## src/rtl/demux_1to2_buf_pkg.sv

```systemverilog
// Shared defaults and a width helper for the buffered 1-to-2 demultiplexer.
package demux_1to2_buf_pkg;

  localparam int DEF_SIZE  = 32;
  localparam int DEF_DEPTH = 2;

  // Bits needed to encode values 0..v-1.
  function automatic int clog2c(input int v);
    int r;
    r = 0;
    while ((1 << r) < v) r++;
    return r;
  endfunction

endpackage

```

## src/rtl/sync_fifo.sv

```systemverilog
// Single-clock FIFO with registered storage; head word is read straight from storage.
module sync_fifo
  import demux_1to2_buf_pkg::*;
#(
  parameter int size  = DEF_SIZE,
  parameter int DEPTH = DEF_DEPTH
) (
  input  logic                          clk_i,
  input  logic                          rst_i,
  input  logic                          push_i,
  input  logic [size-1:0]               data_i,
  input  logic                          pop_i,
  output logic [size-1:0]               head_o,
  output logic                          full_o,
  output logic                          empty_o,
  output logic [clog2c(DEPTH+1)-1:0]    count_o
);

  localparam int PW = (clog2c(DEPTH) < 1) ? 1 : clog2c(DEPTH);
  localparam int CW = clog2c(DEPTH+1);

  logic [size-1:0] r_mem [DEPTH];
  logic [PW-1:0]   r_wr_ptr;
  logic [PW-1:0]   r_rd_ptr;
  logic [CW-1:0]   r_count;
  logic            w_push;
  logic            w_pop;

  assign full_o  = (r_count == CW'(DEPTH));
  assign empty_o = (r_count == '0);
  assign count_o = r_count;
  assign head_o  = r_mem[r_rd_ptr];

  // A push into a full FIFO or a pop from an empty one is dropped here, so callers
  // may drive raw handshakes.
  assign w_push = push_i & ~full_o;
  assign w_pop  = pop_i & ~empty_o;

  always_ff @(posedge clk_i) begin
    if (rst_i) begin
      r_wr_ptr <= '0;
      r_rd_ptr <= '0;
      r_count  <= '0;
      for (int i = 0; i < DEPTH; i++) r_mem[i] <= '0;
    end else begin
      if (w_push) begin
        r_mem[r_wr_ptr] <= data_i;
        r_wr_ptr        <= r_wr_ptr + PW'(1);
      end
      if (w_pop) r_rd_ptr <= r_rd_ptr + PW'(1);
      case ({w_push, w_pop})
        2'b10:   r_count <= r_count + CW'(1);
        2'b01:   r_count <= r_count - CW'(1);
        default: r_count <= r_count;
      endcase
    end
  end

endmodule

```

## src/rtl/demux_1to2_buf.sv

```systemverilog
// Buffered 1-to-2 stream demultiplexer: steers each accepted word into one of two FIFOs.
module demux_1to2_buf
  import demux_1to2_buf_pkg::*;
#(
  parameter int size  = DEF_SIZE,
  parameter int DEPTH = DEF_DEPTH
) (
  input  logic                          clk_i,
  input  logic                          rst_i,
  input  logic [size-1:0]               data_i,
  input  logic                          select_i,
  input  logic                          valid_i,
  output logic                          ready_o,
  output logic [size-1:0]               data0_o,
  output logic                          valid0_o,
  input  logic                          ready0_i,
  output logic [size-1:0]               data1_o,
  output logic                          valid1_o,
  input  logic                          ready1_i,
  output logic [clog2c(DEPTH+1)-1:0]    count0_o,
  output logic [clog2c(DEPTH+1)-1:0]    count1_o
);

  logic w_full0;
  logic w_full1;
  logic w_empty0;
  logic w_empty1;
  logic w_accept;
  logic w_push0;
  logic w_push1;
  logic w_pop0;
  logic w_pop1;

  // Only the selected FIFO can stall the input; a same-cycle pop never frees a full slot.
  assign ready_o  = ~rst_i & ~(select_i ? w_full1 : w_full0);
  assign w_accept = valid_i & ready_o;
  assign w_push0  = w_accept & ~select_i;
  assign w_push1  = w_accept & select_i;

  assign valid0_o = ~w_empty0;
  assign valid1_o = ~w_empty1;
  assign w_pop0   = valid0_o & ready0_i & ~rst_i;
  assign w_pop1   = valid1_o & ready1_i & ~rst_i;

  sync_fifo #(.size(size), .DEPTH(DEPTH)) u_fifo0 (
    .clk_i   (clk_i),
    .rst_i   (rst_i),
    .push_i  (w_push0),
    .data_i  (data_i),
    .pop_i   (w_pop0),
    .head_o  (data0_o),
    .full_o  (w_full0),
    .empty_o (w_empty0),
    .count_o (count0_o)
  );

  sync_fifo #(.size(size), .DEPTH(DEPTH)) u_fifo1 (
    .clk_i   (clk_i),
    .rst_i   (rst_i),
    .push_i  (w_push1),
    .data_i  (data_i),
    .pop_i   (w_pop1),
    .head_o  (data1_o),
    .full_o  (w_full1),
    .empty_o (w_empty1),
    .count_o (count1_o)
  );

endmodule

```

## config.mk

```make
export PLATFORM = sky130hd
export DESIGN_NAME = demux_1to2_buf
export DESIGN_NICKNAME = d
export VERILOG_FILES = /design/src/rtl/demux_1to2_buf_pkg.sv /design/src/rtl/sync_fifo.sv /design/src/rtl/demux_1to2_buf.sv
export SDC_FILE = /design/constraint.sdc
export NUM_CORES = 1
export LEC_CHECK = 0
export ABC_AREA = 1
export CELL_PAD_IN_SITES_DETAIL_PLACEMENT = 2
export CELL_PAD_IN_SITES_GLOBAL_PLACEMENT = 2
export CORE_UTILIZATION = 36
export DETAILED_ROUTE_END_ITERATION = 16
export PLACE_DENSITY = 0.88
export SLEW_MARGIN = 25
export SYNTH_ARGS = -nofsm -noshare
export SYNTH_HDL_FRONTEND = slang
export SYNTH_HIERARCHICAL = 1
export SYNTH_SLANG_ARGS = --single-unit
```

## constraint.sdc

```tcl
create_clock -name clk_i -period 2.69 [get_ports clk_i]
set_input_delay 0.538 -clock clk_i [delete_from_list [all_inputs] [get_ports clk_i]]
set_output_delay 0.538 -clock clk_i [all_outputs]
set_load 0.05 [all_outputs]
```

# Word level (Yosys, flattened, before mapping)
# Memory sizes are Yosys's and may differ from the RTL's. A register that Yosys moved wholly into a read port is not among the register bits.
# Index checks and enable logic that the tools add are counted.
[classes]
addsub = 8
n_mul = 0
div_mod_pow = 0
n_lt_le_gt_ge = 0
n_eq_ne = 6
shift = 0
n_mux = 21
n_bitwise = 19
reduce_logical = 6
[ops]
columns = ["operator", "count"]
rows = [
  ["$mux W32", 2],
  ["$reduce_or A32 Y1", 2],
  ["$mux W1", 17],
  ["$and A1 B1 Y1", 12],
  ["$eq A2 B2 Y1 const B", 4],
  ["$pmux W2 S2", 2],
  ["$not A1 Y1", 7],
  ["$add A1 B1 Y1 const B", 4],
  ["$add A2 B1 Y2 const B", 2],
  ["$eq A2 B1 Y1 const B", 2],
  ["$logic_not A2 Y1", 2],
  ["$reduce_bool A2 Y1", 2],
  ["$sub A2 B1 Y2 const B", 2],
]
[totals]
register_bits = 8
latchBits = 0
ram_bits = 128
mem_bits_ro = 0
out_inout_bits = 71
word_cells = 68
mem_count = 2
[mem_list]
columns = ["name", "words", "word_bits", "rd", "rd_clocked_by_memory_dff", "write_ports", "line", "text"]
rows = [
  ["u_fifo0.r_mem", 2, 32, 1, 1, 2, "sync_fifo.sv:22", "logic [size-1:0] r_mem [DEPTH];"],
  ["u_fifo1.r_mem", 2, 32, 1, 1, 2, "sync_fifo.sv:22", ""],
]

# Depth between registers and ports, before layout
# Gate-level depths: netlist of the first run.
[logic_depth]
depth_word = 12
depth_mapped = 12

# Cells and area by module
# Netlist of the first run, hierarchy kept.
[modules_own_cells]
columns = ["mod", "n_inst", "cells_each", "area_per_inst_um2", "seq_area_each_um2"]
rows = [
  ["sync_fifo", 2, 242, 3109.2, 2021.9],
  ["demux_1to2_buf", 1, 15, 67.6, 0.0],
]

# Worst setup path after synthesis of the first run
# No wires, ideal clock.
[synth_timing]
path_type = "reg-to-reg"
from = "reg u_fifo1.r_count[0], in the netlist u_fifo1/count_o[0]"
to = "mem u_fifo0/r_mem[0][0] (netlist name), enable pin"
setup_ps = 389
arrival_ps = 2366
t_required_ps = 2301
slack_ps = -65
path_stages_with_launch = 10
synth_period_minus_slack_ps = 2755
path_cell_list = "dfxtp_1 > nor2_2 > nand2_1 > nand4_2 > nor2_1 > inv_1 > nor2_4 > nand3b_4 > buf_6 > nand2_1"
[synth_rtl]
columns = ["element", "line", "text"]
rows = [
  ["start, declared", "sync_fifo.sv:25", "logic [CW-1:0] r_count;"],
  ["start signal, assigned", "sync_fifo.sv:52", "2'b10: r_count <= r_count + CW'(1);"],
  ["start signal, assigned", "sync_fifo.sv:53", "2'b01: r_count <= r_count - CW'(1);"],
  ["start signal, assigned", "sync_fifo.sv:54", "default: r_count <= r_count;"],
  ["end, declared", "sync_fifo.sv:22", ""],
]

==> flow_metrics.tcl, run 1 <==
set metrics [dict create \
    avgSynthCellArea_sq_um 12.6 \
    syn2layout_area_growth_pct 28.6 \
    initial_utilization_pct 37.4 \
    start_kind "flip-flop" \
    clkSlewWorstSetupHoldPaths_ps 60 \
    switching_power_w 0.00132 \
    rsz0062_at_grt "false" \
    tightest_slew_ps 497 \
    cts_tree "yes" \
    clockRootBuffer "clkbuf_16" \
    nets 660 \
    finalHoldViolations 0 \
    crit_chain "buf_4 > mux2_2 > buf_4" \
    internal_power_w 0.00418 \
    peakVddDrop_uv 503 \
    ff_latch_area_sq_um 4050 \
    reg2reg_slack_ps 590 \
    grt_pass1_vias 4731 \
    syn_inst 499 \
    p_sw_share_pct 24.0 \
    die_y_microns 134 \
    rows 47 \
    wl_per_cell_microns 20.2 \
    clock_latency_ps 420 \
    worst-path-buf-inv 2 \
    drtIter0Drc 149 \
    gr-total-overflow 0 \
    hold_ws_ps 529 \
    core_sq_um 16800 \
    ctsHoldBuffers 0 \
    rr_worst_depth 10 \
    synth_area_leaders "edfxtp_1, mux2_2, nor2_2" \
    syn-cell-area_sq_um 6290 \
    place_congestion 0.745 \
    num_antenna_cells 0 \
    drc 0 \
    synth_top_area_cell "edfxtp_1" \
    grt_usage_pct 20.4 \
    seq_power_share_pct 45.0 \
    portBuffers 108 \
    max_freq_mhz 406 \
    multi_input_area_sq_um 1760 \
    relSlewSlack_pct 66.8 \
    final-setup-viol-count 0 \
    fin_crit_sh_pct 91.6 \
    crit_arrival_ps 1930 \
    critPathCaptureType "primary output" \
    antenna_found_initial 0 \
    vias 4018 \
    r2r-start "u_fifo1/count_o[0]" \
    dieArea_sq_um 18000 \
    antenna_left 0 \
    critPathKind "reg2out" \
    power_leakage_nw 3.40 \
    slew_viol_final 0 \
    period_needed_ps 2460 \
    power_density_nw_per_um2 680 \
    ios 109 \
    wirelength_mm 17.3 \
    fin_setup_tns_ps 0 \
    grt_pass1_wl_mm 26.6 \
    hpwl_mm 12.1 \
    cp.depth 3 \
    die_x_microns 134 \
    cpPeakStageDelay_ps 610 \
    slowest_stage "dfxtp_2" \
    fillers 1645 \
    post_cts_buffers 0 \
    clock_sinks 138 \
    crit_fanout 15 \
    yosysSeqAreaShare_pct 64.3 \
    cts-htree-levels 4 \
    grt_start_max_net_pins 34 \
    crit_family "flip-flops" \
    outcome "finished, final reports clean" \
    crit_required_ps 2150 \
    synth-seq-cells 138 \
    max-cap-violations 0 \
    path_common_cell "buf_4" \
    clockBufferDepth 2 \
    synth_cell_types 22 \
    yosysWarnings 6 \
    whs_path_depth 2 \
    clock_power_share_pct 43.1 \
    via_per_inst 4.71 \
    syn_nets 539 \
    final_common_cell "edfxtp_1" \
    pwr-share-comb_pct 11.9 \
    hp-start "u_fifo0/r_rd_ptr" \
    cts_buffers 17 \
    synth_top_cell_area_share_pct 61.1 \
    hold_class "reg2reg" \
    finalClockSkew_ps 5.65 \
    postCtsResizedCells 0 \
    drive_above_1_share_pct 39.7 \
    layout_common_cells "edfxtp_1, nor2_1, inv_1" \
    firstDrtPassIters 4 \
]
## state kept, by name, summed over array words and instances, names as in the netlist, named ones only
register	cells
u_fifo0/count_o	2
u_fifo1/count_o	2
u_fifo1/r_mem	64
u_fifo1/r_wr_ptr	1
u_fifo0/r_wr_ptr	1
u_fifo1/r_rd_ptr	1
u_fifo0/r_mem	64
u_fifo0/r_rd_ptr	1
## Yosys cell counts, drive strengths merged
cell	n
ha	2
mux2	64
edfxtp	128
clkbuf	2
a21oi	2
nand3	4
nand2	23
dfxtp	10
buf	18
inv	80
nor2	155
o21ai	4
nand4	3
clkinv	2
nand3b	2
## power by group through the flow
stage	combinational [W]	clock, W	sequential [W]
2_1_floorplan	0.000398	0	0.00251
3_3_place_gp	0.000643	0	0.00251
3_5_place_dp	0.000662	0	0.00252
4_1_cts	0.000668	0.00241	0.00248
5_1_grt	0.000690	0.00249	0.00248
6_report	0.000656	0.00237	0.00248
## stage by stage
stage | cells | setup WS [ps] | total power, W | cell area, sq um | util (%)
after floorplan | 499 | 241 | 0.00291 | 6300 | -
after global placement | 821 | 267 | 0.00315 | 7480 | 44.5
after detailed placement | 821 | 144 | 0.00318 | 7480 | 44.5
after CTS | 853 | 183 | 0.00556 | 8080 | 48.1
after global routing | 853 | 149 | 0.00567 | 8080 | 48.1
final | 853 | 225 | 0.00550 | 8080 | 48.1
## path summary, 6_finish.rpt
check | endpoint
max | data0_o[26]
min | flip-flop
max reg2reg | u_fifo1/count_o[1]
min reg2reg | flip-flop
## cells by family after synthesis
group,Yosys count,synth area share [%]
AND/OR/NAND/NOR,187,15.4
AO/OA/AOI/OAI,6,0.478
adder cells (fa/ha/maj),2,0.398
multiplexers,64,11.5
flip-flops,138,64.3
buffers and inverters,102,7.88
## routing by layer
metal / vias up / GRT usage, % / wire, microns
li1: 1873 / - / -
met1: 2010 / 21.3 / 6590
met2: 110 / 39.3 / 9570
met3: 25 / 5.03 / 797
met4: 0 / 7.12 / 309
met5: - / 0 / 0
## cell type report
type | count | share of cell area, %
Clock buffer | 24 | 5.96
Inverter | 82 | 3.81
Timing Repair Buffer | 122 | 13.6
Tap cell | 220 | 3.41
Multi-Input combinational cell | 259 | 21.7
Clock inverter | 8 | 1.45
Sequential cell | 138 | 50.1
## worst reg2reg max path: cells and delay by family (launching register included)
kind | cells | cell delay (ps)
AOI/OAI and AO/OA | 1 | 160
buffers and inverters | 1 | 120
adders and majority gates | 1 | 380
DFF | 1 | 500
and+or+nand+nor | 7 | 830
(Power assumes the default switching activity.)
==> run 2, diff against run 1 <==
- PLACE_DENSITY: 0.88 -> 0.93
==> flow_metrics.tcl, run 2 (same netlist as run 1, synthesis figures left out) <==
set metrics [dict create \
    multi_input_area_sq_um 1760 \
    wirelength_mm 19.4 \
    pwr-share-comb_pct 13.6 \
    clock_power_share_pct 45.9 \
    max_freq_mhz 406 \
    hpwl_mm 13.2 \
    crit_fanout 7 \
    design_area_sq_um 8920 \
    tightest_slew_ps 580 \
    initial_utilization_pct 37.4 \
    rsz0062_at_grt "false" \
    grt_pass1_vias 4807 \
    clock_sinks 138 \
    place_congestion 0.798 \
    drtIter0Drc 156 \
    period_needed_ps 2470 \
    num_antenna_cells 0 \
    antenna_found_initial 0 \
    fin_crit_sh_pct 91.7 \
    reg2reg_to "u_fifo0/r_mem[0][14]" \
    clkSlewWorstSetupHoldPaths_ps 60 \
    setup_slack_ps 225 \
    reg2reg_slack_ps 480 \
    post_cts_buffers 0 \
    cts-htree-levels 4 \
    start_kind "flip-flop" \
    final_cells 852 \
    hold_class "reg2reg" \
    critPathKind "reg2out" \
    ff_latch_area_sq_um 4040 \
    vias 4110 \
    crit_required_ps 2150 \
    core_sq_um 16800 \
    fillers 1568 \
    grt_start_max_net_pins 34 \
    drc 0 \
    reg_top3 "u_fifo0/r_mem: 64 flops, u_fifo1/r_mem: 64 flops" \
    die_y_microns 134 \
    cts_tree "yes" \
    final_common_cell "edfxtp_1" \
    syn2layout_area_growth_pct 41.9 \
    drive_above_1_share_pct 39.7 \
    post_dp_cell_area_sq_um 8230 \
    ctsHoldBuffers 0 \
    power_density_nw_per_um2 686 \
    fin_util_pct 53.0 \
    via_per_inst 4.82 \
    rr_worst_depth 10 \
    slew_viol_final 0 \
    layout_common_cells "edfxtp_1, nor2_1, inv_1" \
    max-cap-violations 0 \
    final-setup-viol-count 0 \
    switching_power_w 0.00149 \
    fin_setup_tns_ps 0 \
    relSlewSlack_pct 61.4 \
    cp-startpoint "u_fifo1/count_o[0]" \
    portBuffers 108 \
    cts_buffers 17 \
    wl_per_cell_microns 22.8 \
    postCtsResizedCells 0 \
    clock_latency_ps 430 \
    power_leakage_nw 3.66 \
    dp_slack_ps 41.1 \
    dpl.cell_count 820 \
    dieArea_sq_um 18000 \
    p_sw_share_pct 24.4 \
    critPathCaptureType "primary output" \
    internal_power_w 0.00462 \
    ios 109 \
    antenna_left 0 \
    finalHoldViolations 0 \
    gr-total-overflow 0 \
    peakVddDrop_uv 478 \
    seq_power_share_pct 40.5 \
    finalClockSkew_ps 7.37 \
    r2r-start "u_fifo1/count_o[1]" \
    clockBufferDepth 2 \
    outcome "finished, final reports clean" \
    grt_usage_pct 23.0 \
    nets 659 \
    firstDrtPassIters 4 \
    clockRootBuffer "clkbuf_16" \
    crit_arrival_ps 1930 \
    die_x_microns 134 \
    rows 47 \
    grt_pass1_wl_mm 29.5 \
    worstSetupEndpoint "valid1_o" \
]
## run 2: layer usage
| metal | global-route usage, % | up-vias | wire (microns) |
|---|---|---|---|
| li1 | - | 1869 | - |
| met1 | 24.6 | 2090 | 7280 |
| met2 | 43.8 | 116 | 11000 |
| met3 | 4.88 | 35 | 740 |
| met4 | 8.86 | 0 | 471 |
| met5 | 0 | - | 0 |
## run 2: worst min-delay path by stage
stage / startpoint / to / slack [ps] / cells past startpoint
finish: u_fifo1/r_wr_ptr / u_fifo1/r_wr_ptr / 550 / 2
global route: u_fifo1/r_wr_ptr / u_fifo1/r_wr_ptr / 570 / 2
CTS: u_fifo1/r_wr_ptr / u_fifo1/r_wr_ptr / 560 / 2
detailed placement: u_fifo1/r_rd_ptr / u_fifo1/r_rd_ptr / 520 / 2
global placement: u_fifo1/r_rd_ptr / u_fifo1/r_rd_ptr / 480 / 2
floorplan: u_fifo0/r_rd_ptr / flip-flop / 470 / 2
## run 2: per-stage QoR
| step | total power, W | hold WS [ps] |
|---|---|---|
| floorplan | 0.00291 | 467 |
| global placement | 0.00331 | 479 |
| detailed placement | 0.00335 | 522 |
| CTS | 0.00617 | 564 |
| global route | 0.00628 | 569 |
| finish | 0.00612 | 550 |
## run 2: critical path, cell delays in order (launching register included)
cell and delay [ps]:
dfxtp_1 480, nor2_1 130, inv_1 90, clkdlybuf4s50_1 800
## run 2: power by group through the flow
stage	Clock, W	Combinational (W)	Sequential (W)
floorplan	0	0.000398	0.00251
global placement	0	0.000808	0.00250
detailed placement	0	0.000834	0.00252
CTS	0.00285	0.000845	0.00248
global route	0.00292	0.000867	0.00248
finish	0.00281	0.000834	0.00248
## run 2: cell type report
cell class | count | share of cell area, %
multi-input combinational | 259 | 19.7
clock inverter | 15 | 3.03
timing repair buffer | 121 | 20.6
clock buffer | 17 | 4.77
tap | 220 | 3.09
sequential | 138 | 45.3
inverter | 82 | 3.45
